$ cat src/rtl/note_pkg.sv
// Shared definitions for the note-streaming link: duration codes, delay table,
// transmitter FSM encoding and the on-wire byte layout.
package note_pkg;

  localparam logic [2:0] DUR_NONE  = 3'd0;
  localparam logic [2:0] DUR_200MS = 3'd1;
  localparam logic [2:0] DUR_500MS = 3'd2;
  localparam logic [2:0] DUR_1S    = 3'd3;
  localparam logic [2:0] DUR_2S    = 3'd4;
  localparam logic [2:0] DUR_4S    = 3'd5;

  localparam int MS_W = 13;

  localparam logic [2:0] ST_IDLE  = 3'd0;
  localparam logic [2:0] ST_START = 3'd1;
  localparam logic [2:0] ST_DATA  = 3'd2;
  localparam logic [2:0] ST_STOP  = 3'd3;
  localparam logic [2:0] ST_PACE  = 3'd4;

  typedef struct packed {
    logic [4:0] tone;
    logic [2:0] dur;
  } note_t;

  // Unused codes (0, 6, 7) map to zero so the player never stalls on them.
  function automatic logic [MS_W-1:0] dur_to_ms(input logic [2:0] code);
    logic [MS_W-1:0] ms;
    case (code)
      DUR_200MS: ms = 13'd200;
      DUR_500MS: ms = 13'd500;
      DUR_1S:    ms = 13'd1000;
      DUR_2S:    ms = 13'd2000;
      DUR_4S:    ms = 13'd4000;
      default:   ms = 13'd0;
    endcase
    return ms;
  endfunction

  function automatic note_t pack_note(input logic [4:0] tone, input logic [2:0] dur);
    note_t n;
    n.tone = tone;
    n.dur  = dur;
    return n;
  endfunction

endpackage

$ cat src/rtl/note_fifo.sv
// Synchronous note buffer; pointers wrap naturally because DEPTH is a power of two.
module note_fifo #(
  parameter int WIDTH = 8,
  parameter int DEPTH = 8
) (
  input  logic                       sys_clk,
  input  logic                       sys_rst_n,
  input  logic                       push,
  input  logic [WIDTH-1:0]           wr_data,
  input  logic                       pop,
  output logic [WIDTH-1:0]           rd_data,
  output logic                       full,
  output logic                       empty,
  output logic [$clog2(DEPTH):0]     count
);

  localparam int AW = $clog2(DEPTH);
  localparam logic [AW:0] DEPTH_C = (AW+1)'(DEPTH);

  logic [WIDTH-1:0] mem [DEPTH];
  logic [AW-1:0]    wr_ptr;
  logic [AW-1:0]    rd_ptr;
  logic             push_ok;
  logic             pop_ok;

  assign full    = (count == DEPTH_C);
  assign empty   = (count == '0);
  assign push_ok = push & ~full;
  assign pop_ok  = pop & ~empty;
  assign rd_data = mem[rd_ptr];

  always_ff @(posedge sys_clk) begin
    if (push_ok)
      mem[wr_ptr] <= wr_data;
  end

  always_ff @(posedge sys_clk or negedge sys_rst_n) begin
    if (!sys_rst_n) begin
      wr_ptr <= '0;
      rd_ptr <= '0;
      count  <= '0;
    end else begin
      if (push_ok)
        wr_ptr <= wr_ptr + 1'b1;
      if (pop_ok)
        rd_ptr <= rd_ptr + 1'b1;
      case ({push_ok, pop_ok})
        2'b10:   count <= count + 1'b1;
        2'b01:   count <= count - 1'b1;
        default: count <= count;
      endcase
    end
  end

endmodule

$ cat src/rtl/note_uart_tx.sv
// Note-command UART transmitter: buffers {tone,dur} notes and sends each as an
// 8N1 byte, optionally holding off the next byte for the note's duration.
module note_uart_tx
  import note_pkg::*;
#(
  parameter int CLK_FREQ     = 50_000_000,
  parameter int BAUD         = 115200,
  parameter int FIFO_DEPTH   = 8,
  parameter int TICKS_PER_MS = CLK_FREQ / 1000
) (
  input  logic                          sys_clk,
  input  logic                          sys_rst_n,
  input  logic                          note_valid,
  output logic                          note_ready,
  input  logic [4:0]                    note_tone,
  input  logic [2:0]                    note_dur,
  input  logic                          pace_en,
  output logic                          uart_txd,
  output logic                          tx_busy,
  output logic [$clog2(FIFO_DEPTH):0]   fifo_count
);

  localparam int BIT_DIV = CLK_FREQ / BAUD;
  localparam int BAUD_W  = (BIT_DIV > 1) ? $clog2(BIT_DIV) : 1;
  localparam int TICK_W  = (TICKS_PER_MS > 1) ? $clog2(TICKS_PER_MS) : 1;
  localparam logic [BAUD_W-1:0] BAUD_LAST = BAUD_W'(BIT_DIV - 1);
  localparam logic [TICK_W-1:0] TICK_LAST = TICK_W'(TICKS_PER_MS - 1);

  logic [2:0]        state;
  logic [2:0]        state_nxt;
  logic [BAUD_W-1:0] baud_cnt;
  logic [2:0]        bit_idx;
  logic [TICK_W-1:0] tick_cnt;
  logic [MS_W-1:0]   ms_cnt;
  logic [MS_W-1:0]   delay_ms;
  logic [2:0]        dur_r;
  note_t             shift_r;
  note_t             fifo_rd;
  logic              fifo_full;
  logic              fifo_empty;
  logic              fifo_pop;
  logic              bit_done;
  logic              pace_done;

  note_fifo #(
    .WIDTH (8),
    .DEPTH (FIFO_DEPTH)
  ) u_fifo (
    .sys_clk   (sys_clk),
    .sys_rst_n (sys_rst_n),
    .push      (note_valid),
    .wr_data   (pack_note(note_tone, note_dur)),
    .pop       (fifo_pop),
    .rd_data   (fifo_rd),
    .full      (fifo_full),
    .empty     (fifo_empty),
    .count     (fifo_count)
  );

  assign note_ready = ~fifo_full;
  assign delay_ms   = dur_to_ms(dur_r);
  assign bit_done   = (baud_cnt == BAUD_LAST);
  // PACE is only entered with a nonzero delay, so delay_ms-1 never underflows here.
  assign pace_done  = (tick_cnt >= TICK_LAST) && (ms_cnt >= delay_ms - 13'd1);

  always_comb begin
    state_nxt = state;
    fifo_pop  = 1'b0;
    case (state)
      ST_IDLE: begin
        if (!fifo_empty) begin
          fifo_pop  = 1'b1;
          state_nxt = ST_START;
        end
      end
      ST_START: if (bit_done) state_nxt = ST_DATA;
      ST_DATA:  if (bit_done && bit_idx == 3'd7) state_nxt = ST_STOP;
      ST_STOP: begin
        if (bit_done)
          state_nxt = (pace_en && delay_ms != '0) ? ST_PACE : ST_IDLE;
      end
      ST_PACE:  if (pace_done) state_nxt = ST_IDLE;
      default:  state_nxt = ST_IDLE;
    endcase
  end

  // Frame data: loaded on the pop cycle, never reset.
  always_ff @(posedge sys_clk) begin
    if (fifo_pop) begin
      shift_r <= fifo_rd;
      dur_r   <= fifo_rd.dur;
    end
  end

  always_ff @(posedge sys_clk or negedge sys_rst_n) begin
    if (!sys_rst_n) begin
      state    <= ST_IDLE;
      baud_cnt <= '0;
      bit_idx  <= '0;
      tick_cnt <= '0;
      ms_cnt   <= '0;
      tx_busy  <= 1'b0;
      uart_txd <= 1'b1;
    end else begin
      state   <= state_nxt;
      tx_busy <= (state_nxt != ST_IDLE);

      if ((state == ST_START || state == ST_DATA || state == ST_STOP) && !bit_done)
        baud_cnt <= baud_cnt + 1'b1;
      else
        baud_cnt <= '0;

      if (state != ST_DATA)
        bit_idx <= '0;
      else if (bit_done)
        bit_idx <= bit_idx + 1'b1;

      if (state != ST_PACE) begin
        tick_cnt <= '0;
        ms_cnt   <= '0;
      end else if (tick_cnt >= TICK_LAST) begin
        tick_cnt <= '0;
        ms_cnt   <= ms_cnt + 1'b1;
      end else begin
        tick_cnt <= tick_cnt + 1'b1;
      end

      // Line level follows the state one clock later, from a register.
      case (state)
        ST_START: uart_txd <= 1'b0;
        ST_DATA:  uart_txd <= shift_r[bit_idx];
        default:  uart_txd <= 1'b1;
      endcase
    end
  end

endmodule

$ cat config.mk
export PLATFORM = sky130hd
export DESIGN_NAME = note_uart_tx
export DESIGN_NICKNAME = d
export VERILOG_FILES = /design/src/rtl/note_pkg.sv /design/src/rtl/note_fifo.sv /design/src/rtl/note_uart_tx.sv
export SDC_FILE = /design/constraint.sdc
export NUM_CORES = 1
export LEC_CHECK = 0
export CAP_MARGIN = 20
export CORE_MARGIN = 3
export CORE_UTILIZATION = 50
export CTS_CLUSTER_SIZE = 10
export DETAILED_ROUTE_END_ITERATION = 6
export HOLD_SLACK_MARGIN = 0.1
export PLACE_DENSITY = 0.78
export SETUP_SLACK_MARGIN = 0.5
export SYNTH_ARGS = -nofsm -noshare
export SYNTH_HDL_FRONTEND = slang
export SYNTH_SLANG_ARGS = --single-unit
$ cat constraint.sdc
create_clock -name sys_clk -period 3.12 [get_ports sys_clk]
set_input_delay 0.78 -clock sys_clk [delete_from_list [all_inputs] [get_ports sys_clk]]
set_output_delay 0.78 -clock sys_clk [all_outputs]
set_load 0.02 [all_outputs]
==> results of run 1 <==
## stage by stage
| stage | cells | worst slack, ps | util | cell area, µm² | power (mW) |
|---|---|---|---|---|---|
| final | 661 | 307 | 0.619 | 7250 | 4.51 |
| after global routing | 661 | 222 | 0.619 | 7250 | 4.69 |
| after CTS | 659 | 304 | 0.615 | 7210 | 4.55 |
| after detailed placement | 623 | 275 | 0.562 | 6580 | 2.56 |
| after global placement | 623 | 343 | 0.562 | 6580 | 2.53 |
| after floorplan | 465 | 224 | - | 6230 | 2.33 |
## synthesized netlist by cell type, types with 13 or more instances
master	n	area [µm²]
ha_1	26	325
edfxtp_1	72	2160
xnor2_1	18	158
inv_1	13	48.8
xor2_1	23	201
mux4_2	18	405
a21oi_1	17	85.1
nand3_1	17	85.1
dfrtp_1	55	1380
o21ai_0	15	75.1
nand2_1	22	82.6
nor2_1	47	176
## where the power goes
| group | leakage [nW] | switching [mW] | total (mW) | internal [mW] |
|---|---|---|---|---|
| clock | 0.291 | 0.841 | 1.98 | 1.14 |
| sequential | 1.39 | 0.0947 | 2.06 | 1.96 |
| combinational | 1.17 | 0.261 | 0.470 | 0.209 |
| total | 2.85 | 1.20 | 4.51 | 3.31 |
## flip-flops by register name (all words and copies together), names as in the netlist
signal and count:
u_fifo.mem 64, tick_cnt 16, ms_cnt 13, baud_cnt 9, shift_r 8, u_fifo.count 4, bit_idx 3, state 3
u_fifo.rd_ptr 3, u_fifo.wr_ptr 3, tx_busy 1, uart_txd 1
## cells by family after synthesis
family / count (synthesis) / share of synthesized area
AO/OA/AOI/OAI: 55 / 0.0601
buffers and inverters: 32 / 0.0264
AND/OR/NAND/NOR: 151 / 0.132
multiplexers: 31 / 0.0889
XOR/XNOR: 41 / 0.0583
adder cells (fa/ha/maj): 27 / 0.0560
flip-flops: 128 / 0.578
## per-layer routing
layer | GRT usage | vias to the layer above
met5 | 0 | -
met4 | 0.0665 | 0
met3 | 0.0514 | 22
met2 | 0.312 | 81
met1 | 0.223 | 1932
li1 | - | 1785
## final cells by class
| cell class | instances | area share |
|---|---|---|
| multi-input combinational | 305 | 0.347 |
| tap | 143 | 0.0247 |
| clock buffer | 17 | 0.0587 |
| sequential | 128 | 0.492 |
| clock inverter | 15 | 0.0237 |
| timing repair buffer | 40 | 0.0473 |
| inverter | 13 | 0.00708 |
## critical path, delay by kind of cell (launching register included)
family | cells | cell delay, ps
AO/OA/AOI/OAI | 6 | 820
AND/OR/NAND/NOR | 4 | 720
adder cells (fa/ha/maj) | 3 | 700
flip-flops | 1 | 430
buffers and inverters | 1 | 90
## path summary, 6_finish.rpt
check / start / endpoint / slack, ps / cells after the start
worst max register to register: shift_r[1] / state[2] / 310 / 14
min in group sys_clk: tick_cnt[0] / tick_cnt[0] / 460 / 1
worst min register to register: tick_cnt[0] / tick_cnt[0] / 460 / 1
worst min-delay path: sys_rst_n / baud_cnt[6] / 360 / 1
worst max-delay path: shift_r[1] / state[2] / 310 / 14
max in group asynchronous: sys_rst_n / uart_txd / 2040 / 2
## timing repair
action,4_1_cts,5_1_grt
setup buffers,4,2
gates resized for setup,0,5
pin swaps,11,8
endpoints found under the setup margin,2,4
==> impl_metrics.tcl, run 1 <==
set metrics [dict create \
    status "finished, final reports clean" \
    grt_overflow 0 \
    initial_utilization 0.526 \
    path_common_cell "ha_4" \
    drc 0 \
    cts_tree "done" \
    required_ps 3470 \
    cts_inserted_buffers 17 \
    place.gp.congestion 0.830 \
    cts_max_path_buffers 2 \
    syn_area_um2 6160 \
    seq_area_um2 3560 \
    clock_sinks 128 \
    fin_crit_ps 2810 \
    wl_met2_um 6020 \
    synth_seq_cells 128 \
    crit_slowest_cell "edfxtp_1" \
    fillers 874 \
    synth_area_per_cell_um2 13.3 \
    hpwl_um 7500 \
    clk_latency_ps 410 \
    rsz0062_at_grt "yes" \
    grt_max_degree 27 \
    arrival_ps 3160 \
    crit_type "reg -> reg" \
    syn_inst 465 \
    mostFrequentLayoutCell "edfxtp_1" \
    drv_cap 0 \
    worst_pin_slew_ps 788 \
    clockRootBuffer "clkbuf_16" \
    startpoint_type "flop" \
    antenna_found_initial 0 \
    antenna_left 0 \
    dieArea_um2 13700 \
    tns_ps 0 \
    crit_fanout 4 \
    drt-initial-drc-count 194 \
    grt_pass1_vias 3911 \
    avgViaCountPerCell 5.78 \
    drt-pass1-iter-count 4 \
    drv_slew 0 \
    coreArea_um2 11700 \
    final_cell_mix "72 x edfxtp_1, 55 x dfrtp_1, 47 x nor2_1, 24 x ha_1, 23 x xor2_1" \
    synth.distinct_cells 56 \
    synth_ff_type "edfxtp_1" \
    wl_met1_um 4930 \
    die_y_um 117 \
    hold_viol_final 0 \
    power_density_nw_per_um2 622 \
    synth_edf_count 72 \
    synth_seq_area_share 0.578 \
    ctsHoldBuffers 0 \
    multiInputGateArea_um2 2510 \
    min_path_type "in -> async" \
    diodes 0 \
    ys_warn_count 0 \
    finalHoldWorstSlack_ps 362 \
    wire_per_inst_um 17.5 \
    fin_nets 544 \
    drt_wl_total_um 11600 \
    synthArstFlopShare 0.438 \
    fmax_ghz 0.356 \
    finClkSkew_ps 8.46 \
    worstPathCellList "inv_4, ha_4, nand2b_4, or3_4, ha_4, nor3_4, a21oi_2, o22ai_1, a21oi_1, ha_1, a21o_1, a221oi_2, o211ai_1, nand2_1" \
    slew_headroom 0.475 \
    dr_wl_met3_um 411 \
    fp-row-count 39 \
    clkTransAtPathRegs_ps 60 \
    area_delta_synth_final_pct 17.6 \
    end_kind "flop" \
    die_x_um 117 \
    vdd_drop_max_mv 0.495 \
    setup_violations 0 \
    port_buffers 18 \
    drive_gt1_frac 0.216 \
    p_leak_nw 2.85 \
    htree_levels 4 \
    num_vias 3820 \
    cpPeakStageDelay_ps 430 \
    finalCritPeriodShare 0.902 \
    top_layer_used "met4" \
    grt_pass1_wl_um 18900 \
    synth_nets 504 \
    track_usage 0.183 \
    io_pins 19 \
]
Power figures use the tool's default switching activity.
==> inputs of run 2 (changes only) <==
--- a/config.mk
+++ b/config.mk
@@ -11,8 +11,10 @@
 export CTS_CLUSTER_SIZE = 10
 export DETAILED_ROUTE_END_ITERATION = 6
 export HOLD_SLACK_MARGIN = 0.1
+export MAX_ROUTING_LAYER = met4
 export PLACE_DENSITY = 0.78
 export SETUP_SLACK_MARGIN = 0.5
+export SKIP_LAST_GASP = 1
 export SYNTH_ARGS = -nofsm -noshare
 export SYNTH_HDL_FRONTEND = slang
 export SYNTH_SLANG_ARGS = --single-unit
==> impl_metrics.tcl, run 2 (same netlist as run 1, synthesis figures left out) <==
set metrics [dict create \
    worst_pin_slew_ps 787 \
    drv_cap 0 \
    vdd_drop_max_mv 0.495 \
    hold_viol_final 0 \
    required_ps 3470 \
    largest_reg_flops 64 \
    top_regs "u_fifo.mem (64), tick_cnt (16), ms_cnt (13)" \
    mostFrequentLayoutCell "edfxtp_1" \
    min_path_type "in -> async" \
    crit_fanout 4 \
    fillers 874 \
    cp_top_family "compound AO/OA/AOI/OAI gates" \
    fmax_ghz 0.355 \
    place.gp.congestion 0.843 \
    coreArea_um2 11700 \
    design_area_um2 7250 \
    avgViaCountPerCell 5.77 \
    rr_worst_depth 14 \
    clock_sinks 128 \
    clockRootBuffer "clkbuf_16" \
    finalCritPeriodShare 0.902 \
    startpoint_type "flop" \
    track_usage 0.189 \
    regMostFlops "u_fifo.mem" \
    fin_nets 544 \
    num_vias 3816 \
    grt_max_degree 27 \
    r2r_slack_ps 310 \
    dieArea_um2 13700 \
    cts_max_path_buffers 2 \
    slew_headroom 0.475 \
    drive_gt1_frac 0.216 \
    finClkSkew_ps 8.38 \
    clk_latency_ps 420 \
    setup_violations 0 \
    final_cell_mix "72 x edfxtp_1, 55 x dfrtp_1, 47 x nor2_1, 24 x ha_1, 23 x xor2_1" \
    drt-pass1-iter-count 4 \
    worstPathCellList "inv_4, ha_4, nand2b_4, or3_4, ha_4, nor3_4, a21oi_2, o22ai_1, a21oi_1, ha_1, a21o_1, a221oi_2, o211ai_1, nand2_1" \
    arrival_ps 3170 \
    port_buffers 18 \
    rsz0062_at_grt "yes" \
    htree_levels 4 \
    ctsHoldBuffers 0 \
    crit_type "reg -> reg" \
    tns_ps 0 \
    die_y_um 117 \
    grt_pass1_wl_um 18900 \
    drt_wl_total_um 11600 \
    fp-row-count 39 \
    hpwl_um 7500 \
    drc 0 \
    antenna_left 0 \
    path_common_cell "ha_4" \
    clkTransAtPathRegs_ps 60 \
    cpPeakStageDelay_ps 430 \
    reg2reg_to "state[2]" \
    crit_slowest_cell "edfxtp_1" \
    r2r-start "shift_r[1]" \
    area_delta_synth_final_pct 17.6 \
    cts_inserted_buffers 17 \
    grt_overflow 0 \
    power_density_nw_per_um2 622 \
    status "finished, final reports clean" \
    crit_cells 14 \
    pre_cts_ws_ps 275 \
    die_x_um 117 \
    end_kind "flop" \
    fin_crit_ps 2810 \
    final_util 0.619 \
    path_buf_inv 1 \
    cts_tree "done" \
    setup_ws_ps 305 \
    drt-initial-drc-count 229 \
    diodes 0 \
    wire_per_inst_um 17.5 \
    antenna_found_initial 0 \
    grt_pass1_vias 3891 \
    initial_utilization 0.526 \
    placed_cell_area_um2 6580 \
    p_leak_nw 2.85 \
    io_pins 19 \
    drv_slew 0 \
]
==> run 2: cell counts in the layout (fill, tap and decap cells not counted) <==
No cell type changed its count.
==> run 2: how the worst max path moves through the flow <==
stage	start	endpoint	slack, ps
after floorplan	shift_r[1]	tx_busy	220
after global placement	shift_r[1]	tx_busy	340
after detailed placement	shift_r[1]	tx_busy	280
after CTS	shift_r[1]	tx_busy	300
after global routing	shift_r[1]	tx_busy	220
final	shift_r[1]	state[2]	310
==> run 2: layer usage <==
metal  vias to the layer above  GRT usage  share of wire
li1                       1785          -              -
met1                      1944      0.225           0.43
met2                        64      0.312           0.52
met3                        23     0.0545          0.032
met4                         0     0.0642          0.018
met5                         -          -              0
==> run 2: through the flow <==
step / hold WS [ps] / instances / power, mW
after floorplan: 435 / 465 / 2.33
after global placement: 449 / 623 / 2.53
after detailed placement: 454 / 623 / 2.56
after CTS: 364 / 659 / 4.55
after global routing: 391 / 661 / 4.69
final: 361 / 661 / 4.51
==> run 2: final cells by class <==
| type | instances | area (µm²) | share of cell area |
|---|---|---|---|
| Clock buffer | 17 | 425 | 0.0587 |
| Clock inverter | 15 | 171 | 0.0237 |
| Inverter | 13 | 51.3 | 0.00708 |
| Multi-Input combinational cell | 305 | 2510 | 0.347 |
| Sequential cell | 128 | 3560 | 0.492 |
| Tap cell | 143 | 179 | 0.0247 |
| Timing Repair Buffer | 40 | 343 | 0.0473 |
==> run 2: power breakdown <==
| group | switching [mW] | total, mW | internal (mW) |
|---|---|---|---|
| registers | 0.0942 | 2.06 | 1.96 |
| logic | 0.260 | 0.469 | 0.209 |
| clock network | 0.843 | 1.98 | 1.14 |
| total | 1.20 | 4.51 | 3.31 |
==> run 2: what timing repair did <==
item,4_1_cts,5_1_grt
setup endpoints to repair,2,4
gates resized for setup,0,5
buffers inserted,4,2
pin swaps,11,8
==> inputs of run 3 (changes only) <==
--- a/config.mk
+++ b/config.mk
@@ -6,6 +6,7 @@
 export NUM_CORES = 1
 export LEC_CHECK = 0
 export CAP_MARGIN = 20
+export CORE_ASPECT_RATIO = 0.9
 export CORE_MARGIN = 3
 export CORE_UTILIZATION = 50
 export CTS_CLUSTER_SIZE = 10
==> impl_metrics.tcl, run 3 (same netlist as run 1, synthesis figures left out) <==
set metrics [dict create \
    startpoint_type "flop" \
    drt-initial-drc-count 242 \
    fin_nets 547 \
    fillers 850 \
    power_mw 4.39 \
    place.gp.congestion 0.856 \
    largest_reg_flops 64 \
    slew_headroom 0.405 \
    rsz0062_at_grt "yes" \
    power_density_nw_per_um2 605 \
    area_delta_synth_final_pct 17.7 \
    setup_violations 0 \
    crit_type "reg -> reg" \
    grt_overflow 0 \
    design_area_um2 7250 \
    clock_sinks 128 \
    cpPeakStageDelay_ps 420 \
    p_leak_nw 2.84 \
    drv_slew 0 \
    path_buf_inv 1 \
    track_usage 0.189 \
    regMostFlops "u_fifo.mem" \
    finalCritPeriodShare 0.902 \
    top_regs "u_fifo.mem (64), tick_cnt (16), ms_cnt (13)" \
    end_kind "flop" \
    cts_tree "done" \
    avgViaCountPerCell 5.64 \
    drt-pass1-iter-count 5 \
    min_path_type "reg -> reg" \
    ctsHoldBuffers 0 \
    final_cell_mix "72 x edfxtp_1, 55 x dfrtp_1, 47 x nor2_1, 24 x ha_1, 24 x buf_4" \
    worst_pin_slew_ps 892 \
    die_y_um 111 \
    diodes 0 \
    die_x_um 123 \
    drt_wl_total_um 11600 \
    cts_inserted_buffers 17 \
    cts_max_path_buffers 2 \
    required_ps 3460 \
    clkTransAtPathRegs_ps 60 \
    fp-row-count 37 \
    fin_crit_ps 2810 \
    placed_cell_area_um2 6610 \
    fmax_ghz 0.355 \
    coreArea_um2 11700 \
    drv_cap 0 \
    grt_pass1_wl_um 19400 \
    antenna_found_initial 0 \
    antenna_left 0 \
    initial_utilization 0.526 \
    mostFrequentLayoutCell "edfxtp_1" \
    finalHoldWorstSlack_ps 464 \
    grt_pass1_vias 3879 \
    drc 0 \
    port_buffers 18 \
    drive_gt1_frac 0.221 \
    status "finished, final reports clean" \
    wire_per_inst_um 17.2 \
    cp_top_family "compound AO/OA/AOI/OAI gates" \
    finClkSkew_ps 13.9 \
    crit_fanout 4 \
    tns_ps 0 \
    num_vias 3817 \
    grt_max_degree 41 \
    io_pins 19 \
    clockRootBuffer "clkbuf_16" \
    vdd_drop_max_mv 0.485 \
    dieArea_um2 13700 \
    hpwl_um 7460 \
    htree_levels 4 \
    clk_latency_ps 420 \
    hold_viol_final 0 \
    arrival_ps 3150 \
    crit_slowest_cell "edfxtp_1" \
    worstPathCellList "inv_4, ha_4, nand2b_4, or3_4, ha_4, nor3_2, a21oi_1, o22ai_1, a21oi_1, ha_1, a21o_1, a221oi_2, o211ai_1, nand3_1" \
]
[run 3: cell count changes in the layout (fill, tap and decap cells not counted), sizes merged]
cell and change:
buf +3, clkinv -2, clkinvlp +2, bufinv -1, clkdlybuf4s50 +1, dlymetal6s2s -1
inv +1
[run 3: what timing repair did]
action                                  4_1_cts  5_1_grt
setup buffers                                 7        1
pin swaps                                    11        8
endpoints found under the setup margin        2        2
resized for setup                             4        0
cloned                                        0        0
[run 3: cell type report]
| type | instances | area [µm²] | area share |
|---|---|---|---|
| tap | 156 | 195 | 0.0269 |
| multi-input combinational | 305 | 2510 | 0.346 |
| clock buffer | 17 | 425 | 0.0586 |
| clock inverter | 15 | 143 | 0.0197 |
| timing repair buffer | 43 | 367 | 0.0505 |
| inverter | 13 | 51.3 | 0.00707 |
| sequential | 128 | 3560 | 0.491 |
[run 3: layer usage]
metal / part of all wire / track usage / wire length (µm) / up-vias
li1: - / - / - / 1797
met1: 0.43 / 0.231 / 5050 / 1923
met2: 0.52 / 0.309 / 6070 / 85
met3: 0.035 / 0.0467 / 410 / 12
met4: 0.0081 / 0.0627 / 94 / 0
met5: 0 / - / 0 / -
[run 3: metrics by stage]
| step | setup WS, ps | instances | util |
|---|---|---|---|
| finish | 305 | 677 | 0.619 |
| global route | 220 | 677 | 0.619 |
| CTS | 323 | 676 | 0.619 |
| detailed placement | 265 | 637 | 0.564 |
| global placement | 340 | 637 | 0.564 |
| floorplan | 224 | 465 | - |
[run 3: report_power, final]
group / internal, mW / switching (mW)
Clock: 1.06 / 0.806
Combinational: 0.214 / 0.258
Sequential: 1.96 / 0.0925
[run 3: worst paths after layout]
check / endpoint / cells past startpoint / slack [ps] / from
hold / removal: tick_cnt[0] / 1 / 460 / tick_cnt[0]
max in group asynchronous: ms_cnt[6] / 2 / 1930 / sys_rst_n
setup reg to reg: tx_busy / 14 / 310 / shift_r[1]
setup / recovery: tx_busy / 14 / 310 / shift_r[1]
hold reg to reg: tick_cnt[0] / 1 / 460 / tick_cnt[0]
min in group asynchronous: tick_cnt[13] / 1 / 500 / sys_rst_n
